$ cat src/rtl/wb_gpio_irq_pkg.sv
// Shared definitions for the Wishbone GPIO block with edge interrupts.
// Contents: register word indices, register index width and bus data width.
package wb_gpio_irq_pkg;

  localparam int unsigned REG_IDX_W = 3;
  localparam int unsigned DATA_W    = 32;

  localparam logic [REG_IDX_W-1:0] REG_OUT     = 3'd0;
  localparam logic [REG_IDX_W-1:0] REG_DIR     = 3'd1;
  localparam logic [REG_IDX_W-1:0] REG_IN      = 3'd2;
  localparam logic [REG_IDX_W-1:0] REG_RISE_EN = 3'd3;
  localparam logic [REG_IDX_W-1:0] REG_FALL_EN = 3'd4;
  localparam logic [REG_IDX_W-1:0] REG_STATUS  = 3'd5;
  localparam logic [REG_IDX_W-1:0] REG_SET     = 3'd6;
  localparam logic [REG_IDX_W-1:0] REG_CLR     = 3'd7;

endpackage

$ cat src/rtl/gpio_sync_edge.sv
// Input synchroniser and edge detector for a WIDTH-bit pin vector.
// Ports:
//   clk, rst  : clock, synchronous active-high reset
//   pin       : asynchronous pin inputs
//   in_sync   : pins after SYNC_STAGES flops
//   rise/fall : single-cycle edge pulses, held low during warm-up
module gpio_sync_edge #(
  parameter int unsigned WIDTH       = 8,
  parameter int unsigned SYNC_STAGES = 2
) (
  input  logic             clk,
  input  logic             rst,
  input  logic [WIDTH-1:0] pin,
  output logic [WIDTH-1:0] in_sync,
  output logic [WIDTH-1:0] rise,
  output logic [WIDTH-1:0] fall
);

  localparam int unsigned CNT_W = $clog2(SYNC_STAGES + 2);
  localparam logic [CNT_W-1:0] WARM_MAX = CNT_W'(SYNC_STAGES + 1);

  logic [WIDTH-1:0] sync_q [SYNC_STAGES];
  logic [WIDTH-1:0] prev_q;
  logic [CNT_W-1:0] warm_cnt;
  logic             warm;

  // The chain and prev are zeroed by reset, so a high pin would look like a
  // rising edge while the chain fills; edges are ignored until the counter
  // has seen the chain and prev fully refreshed.
  assign warm    = (warm_cnt == WARM_MAX);
  assign in_sync = sync_q[SYNC_STAGES-1];
  assign rise    = warm ? (in_sync & ~prev_q) : '0;
  assign fall    = warm ? (~in_sync & prev_q) : '0;

  always_ff @(posedge clk) begin
    if (rst) begin
      for (int unsigned i = 0; i < SYNC_STAGES; i++) sync_q[i] <= '0;
      prev_q   <= '0;
      warm_cnt <= '0;
    end else begin
      sync_q[0] <= pin;
      for (int unsigned i = 1; i < SYNC_STAGES; i++) sync_q[i] <= sync_q[i-1];
      prev_q <= in_sync;
      if (!warm) warm_cnt <= warm_cnt + CNT_W'(1);
    end
  end

endmodule

$ cat src/rtl/wb_gpio_irq.sv
// Wishbone B3 classic slave GPIO with per-pin direction, synchronised
// inputs, rise/fall edge interrupts (W1C status) and atomic set/clear.
// Ports:
//   wb_clk, wb_rst          : clock, synchronous active-high reset
//   wb_adr_i .. wb_bte_i    : Wishbone slave inputs (cti/bte ignored)
//   wb_dat_o, wb_ack_o      : registered read data and single-cycle ack
//   wb_err_o, wb_rty_o      : tied low
//   gpio_i                  : asynchronous pin inputs
//   gpio_o, gpio_oe         : OUT and DIR registers
//   irq_o                   : registered OR of STATUS
module wb_gpio_irq
  import wb_gpio_irq_pkg::*;
#(
  parameter int unsigned      WIDTH       = 8,
  parameter int unsigned      SYNC_STAGES = 2,
  parameter logic [WIDTH-1:0] OUT_RESET   = '0,
  parameter logic [WIDTH-1:0] DIR_RESET   = '1
) (
  input  logic             wb_clk,
  input  logic             wb_rst,
  input  logic [2:0]       wb_adr_i,
  input  logic [31:0]      wb_dat_i,
  input  logic [3:0]       wb_sel_i,
  input  logic             wb_we_i,
  input  logic             wb_cyc_i,
  input  logic             wb_stb_i,
  input  logic [2:0]       wb_cti_i,
  input  logic [1:0]       wb_bte_i,
  output logic [31:0]      wb_dat_o,
  output logic             wb_ack_o,
  output logic             wb_err_o,
  output logic             wb_rty_o,
  input  logic [WIDTH-1:0] gpio_i,
  output logic [WIDTH-1:0] gpio_o,
  output logic [WIDTH-1:0] gpio_oe,
  output logic             irq_o
);

  logic [WIDTH-1:0]  rise_en_q, fall_en_q, status_q, status_next;
  logic [WIDTH-1:0]  in_sync, rise, fall;
  logic [WIDTH-1:0]  wmask, wdat, w1c;
  logic [DATA_W-1:0] bmask, rd_data;
  logic              access, wr;
  logic              unused_bits;

  gpio_sync_edge #(
    .WIDTH       (WIDTH),
    .SYNC_STAGES (SYNC_STAGES)
  ) u_sync_edge (
    .clk     (wb_clk),
    .rst     (wb_rst),
    .pin     (gpio_i),
    .in_sync (in_sync),
    .rise    (rise),
    .fall    (fall)
  );

  assign wb_err_o    = 1'b0;
  assign wb_rty_o    = 1'b0;
  assign unused_bits = ^{wb_cti_i, wb_bte_i, wb_dat_i, bmask};

  // ~ack gives the 1-cycle ack with a 1-cycle gap when stb is held.
  assign access = wb_cyc_i & wb_stb_i & ~wb_ack_o;
  assign wr     = access & wb_we_i;

  assign bmask = {{8{wb_sel_i[3]}}, {8{wb_sel_i[2]}},
                  {8{wb_sel_i[1]}}, {8{wb_sel_i[0]}}};
  assign wmask = bmask[WIDTH-1:0];
  // Masked data: used directly by SET/CLR/W1C so disabled lanes are inert.
  assign wdat  = wb_dat_i[WIDTH-1:0] & wmask;
  assign w1c   = (wr && wb_adr_i == REG_STATUS) ? wdat : '0;

  // New events win over a simultaneous W1C.
  assign status_next = (status_q & ~w1c) | (rise & rise_en_q) | (fall & fall_en_q);

  always_comb begin
    rd_data = '0;
    case (wb_adr_i)
      REG_OUT:     rd_data[WIDTH-1:0] = gpio_o;
      REG_DIR:     rd_data[WIDTH-1:0] = gpio_oe;
      REG_IN:      rd_data[WIDTH-1:0] = in_sync;
      REG_RISE_EN: rd_data[WIDTH-1:0] = rise_en_q;
      REG_FALL_EN: rd_data[WIDTH-1:0] = fall_en_q;
      REG_STATUS:  rd_data[WIDTH-1:0] = status_q;
      default:     rd_data = '0;
    endcase
  end

  always_ff @(posedge wb_clk) begin
    if (wb_rst) begin
      gpio_o    <= OUT_RESET;
      gpio_oe   <= DIR_RESET;
      rise_en_q <= '0;
      fall_en_q <= '0;
      status_q  <= '0;
      wb_ack_o  <= 1'b0;
      wb_dat_o  <= '0;
      irq_o     <= 1'b0;
    end else begin
      wb_ack_o <= access;
      if (access) wb_dat_o <= rd_data;
      status_q <= status_next;
      irq_o    <= |status_next;
      if (wr) begin
        case (wb_adr_i)
          REG_OUT:     gpio_o    <= (gpio_o    & ~wmask) | wdat;
          REG_DIR:     gpio_oe   <= (gpio_oe   & ~wmask) | wdat;
          REG_RISE_EN: rise_en_q <= (rise_en_q & ~wmask) | wdat;
          REG_FALL_EN: fall_en_q <= (fall_en_q & ~wmask) | wdat;
          REG_SET:     gpio_o    <= gpio_o | wdat;
          REG_CLR:     gpio_o    <= gpio_o & ~wdat;
          default:     ;
        endcase
      end
    end
  end

endmodule

$ cat config.mk
export PLATFORM = sky130hd
export DESIGN_NAME = wb_gpio_irq
export DESIGN_NICKNAME = d
export VERILOG_FILES = /design/src/rtl/wb_gpio_irq_pkg.sv /design/src/rtl/gpio_sync_edge.sv /design/src/rtl/wb_gpio_irq.sv
export SDC_FILE = /design/constraint.sdc
export NUM_CORES = 1
export LEC_CHECK = 0
export BUFFER_PORTS_ARGS = -buffer_cell sky130_fd_sc_hd__buf_2
export CORE_MARGIN = 2
export CORE_UTILIZATION = 30
export DETAILED_ROUTE_END_ITERATION = 8
export SLEW_MARGIN = 10
export SYNTH_ARGS = -nofsm -noshare
export SYNTH_HDL_FRONTEND = slang
export SYNTH_SLANG_ARGS = --single-unit
$ cat constraint.sdc
create_clock -name wb_clk -period 1.5 [get_ports wb_clk]
set_input_delay 0.3 -clock wb_clk [delete_from_list [all_inputs] [get_ports wb_clk]]
set_output_delay 0.3 -clock wb_clk [all_outputs]
set_load 0.01 [all_outputs]
# --- After elaboration in Yosys (flattened, before gate mapping) ---
# Memories as Yosys holds them, arrays and structs flattened.
# Index checks and enable logic that the tools add are counted.
word_totals:
  regBits: 60
  mem_bits_rw: 16
  input_bits: 57
  out_inout_bits: 52
  wordCells: 67
  mem_count: 1
mem_list:
  columns: ["memory", "depth", "width", "read_ports", "rd_clocked_by_memory_dff", "write_ports", "line", "text"]
  rows:
  - ["u_sync_edge.sync_q", 2, 8, 2, 0, 2, "gpio_sync_edge.sv:22", "logic [WIDTH-1:0] sync_q [SYNC_STAGES];"]
op_classes:
  add_sub_neg: 1
  eq_ne: 8
  mux: 10
  n_bitwise: 29
  n_reduce_logical: 8
op_table:
  columns: ["cell", "n"]
  rows:
  - ["bitwise AND 8 bit", 11]
  - ["bitwise OR 8 bit", 7]
  - ["one-hot mux 8 bit (6 select lines)", 1]
  - ["two-way mux 8 bit", 5]
  - ["NOT 8 bit", 5]
  - ["one-hot mux 8 bit (3 select lines)", 1]
  - ["equality test 3 bit, second input constant", 4]
  - ["AND reduction 2 bit", 4]
  - ["OR reduction 8 bit", 1]
  - ["equality test 3 x 2 -> 1 bit, second input constant", 2]
  - ["bitwise AND 1 bit", 3]
  - ["equality test 3 x 1 -> 1 bit, second input constant", 1]
  - ["zero test 3 bit", 1]
  - ["two-way mux 1 bit", 3]
  - ["nonzero test 3 bit", 1]
  - ["adder 2 x 1 -> 2 bit, second input constant", 1]
  - ["equality test 2 bit, second input constant", 1]
  - ["bitwise OR 1 bit", 2]
  - ["logical AND 1 bit", 1]
  - ["NOT 1 bit", 1]

# --- Logic depth before layout (Yosys ltp) ---
# Gate-level depths: netlist of the first run.
depth:
  word_depth: 10
  mapped_depth: 8
  mapped_depth_nobuf: 4

# --- Cells and area by module ---
# Synthesis of the first run repeated with hierarchy kept, for this count alone.
hier_totals:
  hier_cells: 384
  area_unflattened_um2: 3648.5
modules_own_cells:
  columns: ["module", "instances", "cells_each", "area_each_um2", "seq_area_each_um2"]
  rows:
  - ["wb_gpio_irq", 1, 293, 2702.6, 1001.0]
  - ["gpio_sync_edge", 1, 91, 945.9, 520.5]

# --- Least setup slack after synthesis of the first run ---
# OpenSTA, ideal clock, no wires.
synth_path:
  kind: "in2reg"
  startpoint: "input port wb_adr_i[1]"
  endpoint: "register irq_o"
  arrival_time_ns: 1.408
  slack_ns: -0.055
  path_stages: 5
  n_path_buf: 1
  cell_sequence: "buf_2 > nand3b_4 > o31a_1 > a2111oi_0 > a41oi_1"
synth_between:
  elab_chain_len: 8
synth_rtl:
  columns: ["item", "line", "text"]
  rows:
  - ["start: declaration", "wb_gpio_irq.sv:21", "input logic [2:0] wb_adr_i,"]
  - ["equality test 3 bit", "wb_gpio_irq.sv:71", "assign w1c = (wr && wb_adr_i == REG_STATUS) ? wdat : '0;"]
  - ["logical AND 1 bit", "wb_gpio_irq.sv:71", null]
  - ["two-way mux 8 bit", "wb_gpio_irq.sv:71", null]
  - ["NOT 8 bit", "wb_gpio_irq.sv:74", "assign status_next = (status_q & ~w1c) | (rise & rise_en_q) | (fall & fall_en_q);"]
  - ["bitwise AND 8 bit", "wb_gpio_irq.sv:74", null]
  - ["bitwise OR 8 bit (2 in a row)", "wb_gpio_irq.sv:74", null]
  - ["OR reduction 8 bit", "wb_gpio_irq.sv:103", "irq_o <= |status_next;"]
  - ["end signal: assignment", "wb_gpio_irq.sv:103", null]
  - ["end: declaration", "wb_gpio_irq.sv:36", "output logic irq_o"]
# No other way between the ends.
# A chain may end at the register's enable or synchronous reset.

# --- Worst setup path after layout of the first run ---
layout_path:
  startpoint: "register wb_ack_o"
  endpoint: "register irq_o"
layout_between:
  elab_chain_len: 10
layout_rtl:
  columns: ["item", "line", "text"]
  rows:
  - ["start: declaration", "wb_gpio_irq.sv:30", "output logic wb_ack_o,"]
  - ["start signal: assignment", "wb_gpio_irq.sv:100", "wb_ack_o <= access;"]
  - ["NOT 1 bit", "wb_gpio_irq.sv:63", "assign access = wb_cyc_i & wb_stb_i & ~wb_ack_o;"]
  - ["bitwise AND 1 bit", "wb_gpio_irq.sv:63", null]
  - ["bitwise AND 1 bit", "wb_gpio_irq.sv:64", "assign wr = access & wb_we_i;"]
  - ["logical AND 1 bit", "wb_gpio_irq.sv:71", null]
  - ["two-way mux 8 bit", "wb_gpio_irq.sv:71", null]
  - ["NOT 8 bit", "wb_gpio_irq.sv:74", null]
  - ["bitwise AND 8 bit", "wb_gpio_irq.sv:74", null]
  - ["bitwise OR 8 bit (2 in a row)", "wb_gpio_irq.sv:74", null]
  - ["OR reduction 8 bit", "wb_gpio_irq.sv:103", null]
# No other way between the ends.

==> impl_metrics.yaml, run 1 <==
global_route:
  grt_pass1_vias: 2814
  overflow: 0
  grt_max_degree: 56
  antenna_found_initial: 0
  grt_pass1_wl_microns: 14600
  track_usage_pct: 14.8
timing:
  rsz0062_at_grt: "true"
  finalMaxSlewViolations: 0
  tightestPinTransition_ns: 0.551
  fin_crit_sh_pct: 112
  layout_min_cycle_time_ns: 1.68
  fin_ws_ns: -0.175
  setup_viol: 21
  max_freq_ghz: 0.597
  finalHoldViolCount: 0
  slew-limit-headroom_pct: 62.9
  skew_ns: 0.0112
yosys:
  synth_warnings: 0
  syn-cell-area_sq_um: 3540
  dominantRegCellSynth: "dfxtp_1"
  syn_area_per_cell_sq_um: 9.34
  synth_top_family_by_area: "simple AND/OR/NAND/NOR gates"
  ys_ff_latch: 76
  synthMuxAreaShare_pct: 10.3
  async_reset_ff_share_pct: 0
  synth_compound_area_share_pct: 15.4
  synth-adder-area-share_pct: 0.354
  synth-edff-count: 0
  seq_area_frac_synth_pct: 43.0
  synth-simple-area-share_pct: 20.9
  yosysUniqueCellTypes: 41
  synth_xor_area_share_pct: 0.495
  syn_inst: 379
power:
  p_switching_mw: 1.15
  ir_drop_mv: 0.605
  pwr-share-comb_pct: 9.9
  seqPwrFrac_pct: 39.8
  leakage_nw: 2.02
  swShare_pct: 21.6
  power_density_nw_per_um2: 1130
  internal-power_mw: 4.15
  p_total_mw: 5.29
  clockPowerShare_pct: 50.3
route:
  vias_per_cell: 4.80
  drc_errors: 0
  wirelength_microns: 9230
  vias: 2953
  first_pass_iters: 4
  final_antenna_net_count: 0
  wl_per_cell_microns: 15.0
  drt_iter0_drc: 152
placement:
  gp_congestion: 0.844
  place_inst: 597
  place_area_sq_um: 4150
  dp_hpwl_microns: 6620
  port_buffers: 50
clocking:
  cts-buffers-inserted: 9
  htree_levels: 3
  cts_sinks: 76
  cts_root_buffer: "clkbuf_16"
  cts_tree: "yes"
  cts_hold_buf: 0
  cts_buffer_depth: 2
  cts.clk_slew.worst_paths_ns: 0.06
  worstSkewPairLatency_ns: 0.34
setup_path:
  setup.worst_path.class: "flip-flop to flip-flop"
  crit_required_ns: 1.68
  r2r_slack_ns: -0.18
  cp-end-kind: "flip-flop"
  cp.arrival_ns: 1.86
  cp_max_fo: 5
  start_kind: "flip-flop"
floorplanning:
  num_rows: 39
  dieArea_sq_um: 12700
  start_util_pct: 30.9
  core-area_sq_um: 11500
  die_x_microns: 113
  fp.dieH_microns: 113
  io-pin-count: 109
run_status:
  run_status: "finished with violations"
  failed_checks: "setup timing"
final_layout:
  area.growth.synth_to_final_pct: 32.6
  final_area_sq_um: 4690
  fillers: 1117
  fin_cells: 615
  n_antenna_cell: 0
  nets: 525
  multi_input_area_sq_um: 1920
  drive_gt1_share_pct: 28.8
  layout.area.seq_sq_um: 1520
run:
  drv_cap: 0
worst_hold_path:
  hp-class: "primary input to flip-flop"
-- layout by cell type, fill, tap and decap left out, types with 2 or more instances in the layout --
| master | count |
|---|---|
| a2111oi_4 | 4 |
| nand3_1 | 13 |
| a221oi_1 | 6 |
| xor2_1 | 2 |
| conb_1 | 26 |
| buf_2 | 50 |
| clkbuf_1 | 2 |
| o2bb2ai_1 | 6 |
| o21ai_1 | 3 |
| o311a_1 | 2 |
| nor3_1 | 10 |
| buf_6 | 9 |
| nor2b_1 | 31 |
| nand3b_1 | 12 |
| clkbuf_16 | 9 |
| mux2i_1 | 31 |
| buf_4 | 40 |
| dfxtp_1 | 75 |
| a21oi_1 | 20 |
| nor2_1 | 40 |
| mux4_2 | 2 |
| bufinv_16 | 4 |
| inv_1 | 2 |
| o21ai_0 | 13 |
| a21boi_0 | 4 |
| a211o_1 | 8 |
| buf_12 | 2 |
| nand2_1 | 17 |
| o31a_1 | 8 |
-- critical path, stage by stage (launching register included) --
cell and delay (ns):
dfxtp_2 0.34, nand4b_4 0.24, buf_4 0.18, o31a_1 0.33, a2111oi_4 0.23, a41oi_2 0.20
-- cells by family after synthesis --
group | count (synthesis)
xor gates and xnor gates | 2
buffers and inverters | 52
other | 1
and+or+nand+nor | 134
AOI/OAI and AO/OA | 79
DFF | 76
adders and majority gates | 1
muxes | 34
-- power by group through the flow --
stage | Sequential [mW] | Clock (mW) | Combinational [mW]
after global placement | 2.15 | 0 | 0.489
after detailed placement | 2.15 | 0 | 0.497
after CTS | 2.11 | 2.72 | 0.517
final | 2.11 | 2.66 | 0.522
after global routing | 2.11 | 2.81 | 0.567
after floorplan | 2.15 | 0 | 0.325
-- synthesized netlist by cell type, types with 6 or more instances --
master	number	share of area [%]
nor2_1	40	4.2
a21oi_1	20	2.8
o2bb2ai_1	6	1.5
o21ai_0	17	2.4
clkbuf_1	13	1.4
nor3_1	10	1.4
a211o_1	8	2.0
nand3_1	13	1.8
nor2b_1	32	5.7
buf_4	28	5.9
nand2_1	17	1.8
nand3b_1	12	2.5
mux2i_1	32	9.1
a221oi_1	6	1.5
dfxtp_1	76	43
o31a_1	8	2.0
-- layer usage --
layer	part of all wire [%]	wire length, microns	up-vias	track usage [%]
li1	-	-	1471	-
met1	48	4430	1388	20.0
met2	45	4130	84	22.6
met3	6.1	562	10	4.86
met4	1.2	107	0	4.23
met5	0	0	-	0
-- worst paths after layout --
kind                       startpoint                       end  cells past startpoint
min                         gpio_i[0]  u_sync_edge.sync_q[0][0]                      2
max                          wb_ack_o                     irq_o                      5
max reg2reg                  wb_ack_o                     irq_o                      5
min reg2reg  u_sync_edge.sync_q[0][1]  u_sync_edge.sync_q[0][9]                      1
-- area by class of cell --
type / count / share of cell area, %
repair buffers: 101 / 14.8
clock inverters: 4 / 2.56
well taps: 143 / 3.81
flip-flops and latches: 76 / 32.5
multi-input cells: 277 / 41.0
inverters: 2 / 0.160
clock buffers: 12 / 5.25
-- stage by stage --
step           setup TNS, ns  worst slack (ns)  utilization, %  hold slack (ns)
2_1_floorplan              0           0.00157               -            0.414
3_3_place_gp           -4.26            -0.519            36.2            0.423
3_5_place_dp           -4.55            -0.483            36.2            0.424
4_1_cts               -0.654            -0.130            40.6            0.159
5_1_grt                -2.34            -0.195            40.9            0.170
6_report               -1.02            -0.175            40.9            0.167
-- repair_timing --
item / CTS / global route
cloned: 1 / 0
pin swaps: 7 / 6
resized for setup: 19 / 11
buffers inserted: 1 / 0
endpoints found under the setup margin: 26 / 33
(Power assumes the default switching activity.)
==> run 2: changes to the inputs <==
--- a/config.mk
+++ b/config.mk
@@ -9,6 +9,7 @@
 export CORE_MARGIN = 2
 export CORE_UTILIZATION = 30
 export DETAILED_ROUTE_END_ITERATION = 8
+export SETUP_SLACK_MARGIN = 0.15
 export SLEW_MARGIN = 10
 export SYNTH_ARGS = -nofsm -noshare
 export SYNTH_HDL_FRONTEND = slang
==> run 2 against run 1 <==
Effect of this change: the flow still finishes with violations (setup timing); cell count fell by 0.81%; critical path type unchanged; register-to-register slack improved by 0.02 ns; worst setup slack improved by 0.019 ns; combinational power rose by 3%; via count rose by 1.2%; clock skew fell by 0.0054 ns; flip-flop and latch count did not move; worst hold slack improved by 0.0026 ns; maximum frequency rose by 1.2%; highest routed layer unchanged; clock power fell by 18%.
==> impl_metrics.yaml, run 2 (synthesized netlist as in run 1, its figures left out) <==
global_route:
  track_usage_pct: 14.9
  grt_pass1_wl_microns: 14800
  overflow: 0
  antenna_found_initial: 0
  grt_pass1_vias: 2867
  grt_max_degree: 41
setup_path:
  cp-end-kind: "flip-flop"
  crit_end: "irq_o"
  r2r-start: "wb_ack_o"
  r2r_slack_ns: -0.16
  reg2reg_depth: 5
  cp_max_fo: 6
  crit_required_ns: 1.69
  r2r_end: "irq_o"
  start_kind: "flip-flop"
  setup.worst_path.class: "flip-flop to flip-flop"
  startpoint: "wb_ack_o"
  cp.arrival_ns: 1.85
placement:
  port_buffers: 50
  place_area_sq_um: 4130
  gp_congestion: 0.820
  place_inst: 590
  dp_hpwl_microns: 6620
route:
  final_antenna_net_count: 0
  wl_per_cell_microns: 15.4
  vias_per_cell: 4.90
  wirelength_microns: 9380
  drt_iter0_drc: 138
  drc_errors: 0
  first_pass_iters: 5
  vias: 2989
power:
  power_density_nw_per_um2: 1030
  ir_drop_mv: 0.489
  leakage_nw: 2.00
  p_total_mw: 4.83
clocking:
  cts_tree: "yes"
  cts_sinks: 76
  cts-buffers-inserted: 9
  cts_buffer_depth: 2
  cts.clk_slew.worst_paths_ns: 0.06
  worstSkewPairLatency_ns: 0.34
  htree_levels: 3
  cts_root_buffer: "clkbuf_16"
floorplanning:
  die_x_microns: 113
  num_rows: 39
  core-area_sq_um: 11500
  fp.dieH_microns: 113
  io-pin-count: 109
  start_util_pct: 30.9
  dieArea_sq_um: 12700
timing:
  tns_ns: -2.41
  rsz0062_at_grt: "true"
  max_freq_ghz: 0.604
  setup_viol: 25
  finalMaxSlewViolations: 0
  slew-limit-headroom_pct: 59.5
  tightestPinTransition_ns: 0.601
  finalHoldViolCount: 0
  layout_min_cycle_time_ns: 1.66
  fin_ws_ns: -0.156
  fin_crit_sh_pct: 110
  skew_ns: 0.00582
final_layout:
  layout_common_cells: "dfxtp_1 (75), buf_2 (50), nor2_1 (40)"
  final_area_sq_um: 4680
  area.growth.synth_to_final_pct: 32.3
  n_antenna_cell: 0
  layout_commonest_cell: "dfxtp_1"
  fin_cells: 610
  nets: 520
  drive_gt1_share_pct: 31.9
run_status:
  failed_checks: "setup timing"
  run_status: "finished with violations"
worst_hold_path:
  hp-class: "primary input to flip-flop"
run:
  drv_cap: 0
-- run 2: cell count changes in the layout (fill, tap and decap cells not counted), moves of 3 or more --
cell	previous run	this run
o21ai_0	13	8
bufinv_16	4	1
o21ai_2	1	5
buf_4	40	33
a221oi_1	6	0
a21boi_0	4	0
a21boi_1	1	4
a21oi_2	0	3
a21oi_1	20	17
a221oi_2	0	6
-- run 2: area by class of cell --
| type | instances | area [sq um] |
|---|---|---|
| fillers | 1120 | 6790 |
| multi-input cells | 276 | 1970 |
| flip-flops and latches | 76 | 1520 |
| repair buffers | 97 | 691 |
| clock buffers | 12 | 256 |
| well taps | 143 | 179 |
| clock inverters | 4 | 47.5 |
| inverters | 2 | 11.3 |
-- run 2: how the worst min path moves through the flow --
stage                                         from                   endpoint  slack, ns  depth (start not counted)
after detailed placement  u_sync_edge.sync_q[0][3]  u_sync_edge.sync_q[0][11]       0.42                          1
final                                    gpio_i[5]   u_sync_edge.sync_q[0][5]       0.17                          2
after global routing                     gpio_i[3]   u_sync_edge.sync_q[0][3]       0.17                          2
after CTS                                gpio_i[5]   u_sync_edge.sync_q[0][5]       0.16                          2
after global placement    u_sync_edge.sync_q[0][0]   u_sync_edge.sync_q[0][8]       0.42                          1
after floorplan           u_sync_edge.sync_q[0][2]  u_sync_edge.sync_q[0][10]       0.41                          1
-- run 2: repair_timing --
item / CTS / global route
hold buffers: 0 / 0
buffers inserted: 4 / 0
setup endpoints to repair: 34 / 45
pin swaps: 9 / 22
cloned: 0 / 0
resized for setup: 27 / 29
-- run 2: metrics by stage --
step,setup WS (ns),hold slack [ns],util [%]
global route,-0.208,0.168,40.8
CTS,-0.155,0.161,40.0
global placement,-0.280,0.422,36.0
finish,-0.156,0.170,40.8
floorplan,0.0175,0.414,-
detailed placement,-0.307,0.423,36.0
-- run 2: power breakdown --
| group | total (mW) | switching (mW) | leakage (nW) | internal (mW) |
|---|---|---|---|---|
| sequential | 2.11 | 0.0307 | 0.619 | 2.08 |
| combinational | 0.537 | 0.306 | 1.23 | 0.231 |
| clock | 2.18 | 0.811 | 0.149 | 1.37 |
| total | 4.83 | 1.15 | 2.00 | 3.68 |
-- run 2: critical path, stage by stage (launching register included) --
cell       delay (ns)
dfxtp_2          0.32
nand4b_4         0.23
buf_6            0.19
o31a_1           0.33
a2111oi_4        0.25
a41oi_2          0.19
-- run 2: per-layer routing --
metal | track usage (%) | vias up | share of wire [%] | wire length (microns)
li1 | - | 1467 | - | -
met1 | 19.9 | 1416 | 47 | 4430
met2 | 23.2 | 91 | 46 | 4270
met3 | 3.62 | 15 | 4.9 | 461
met4 | 6.18 | 0 | 2.3 | 218
met5 | 0 | - | 0 | 0
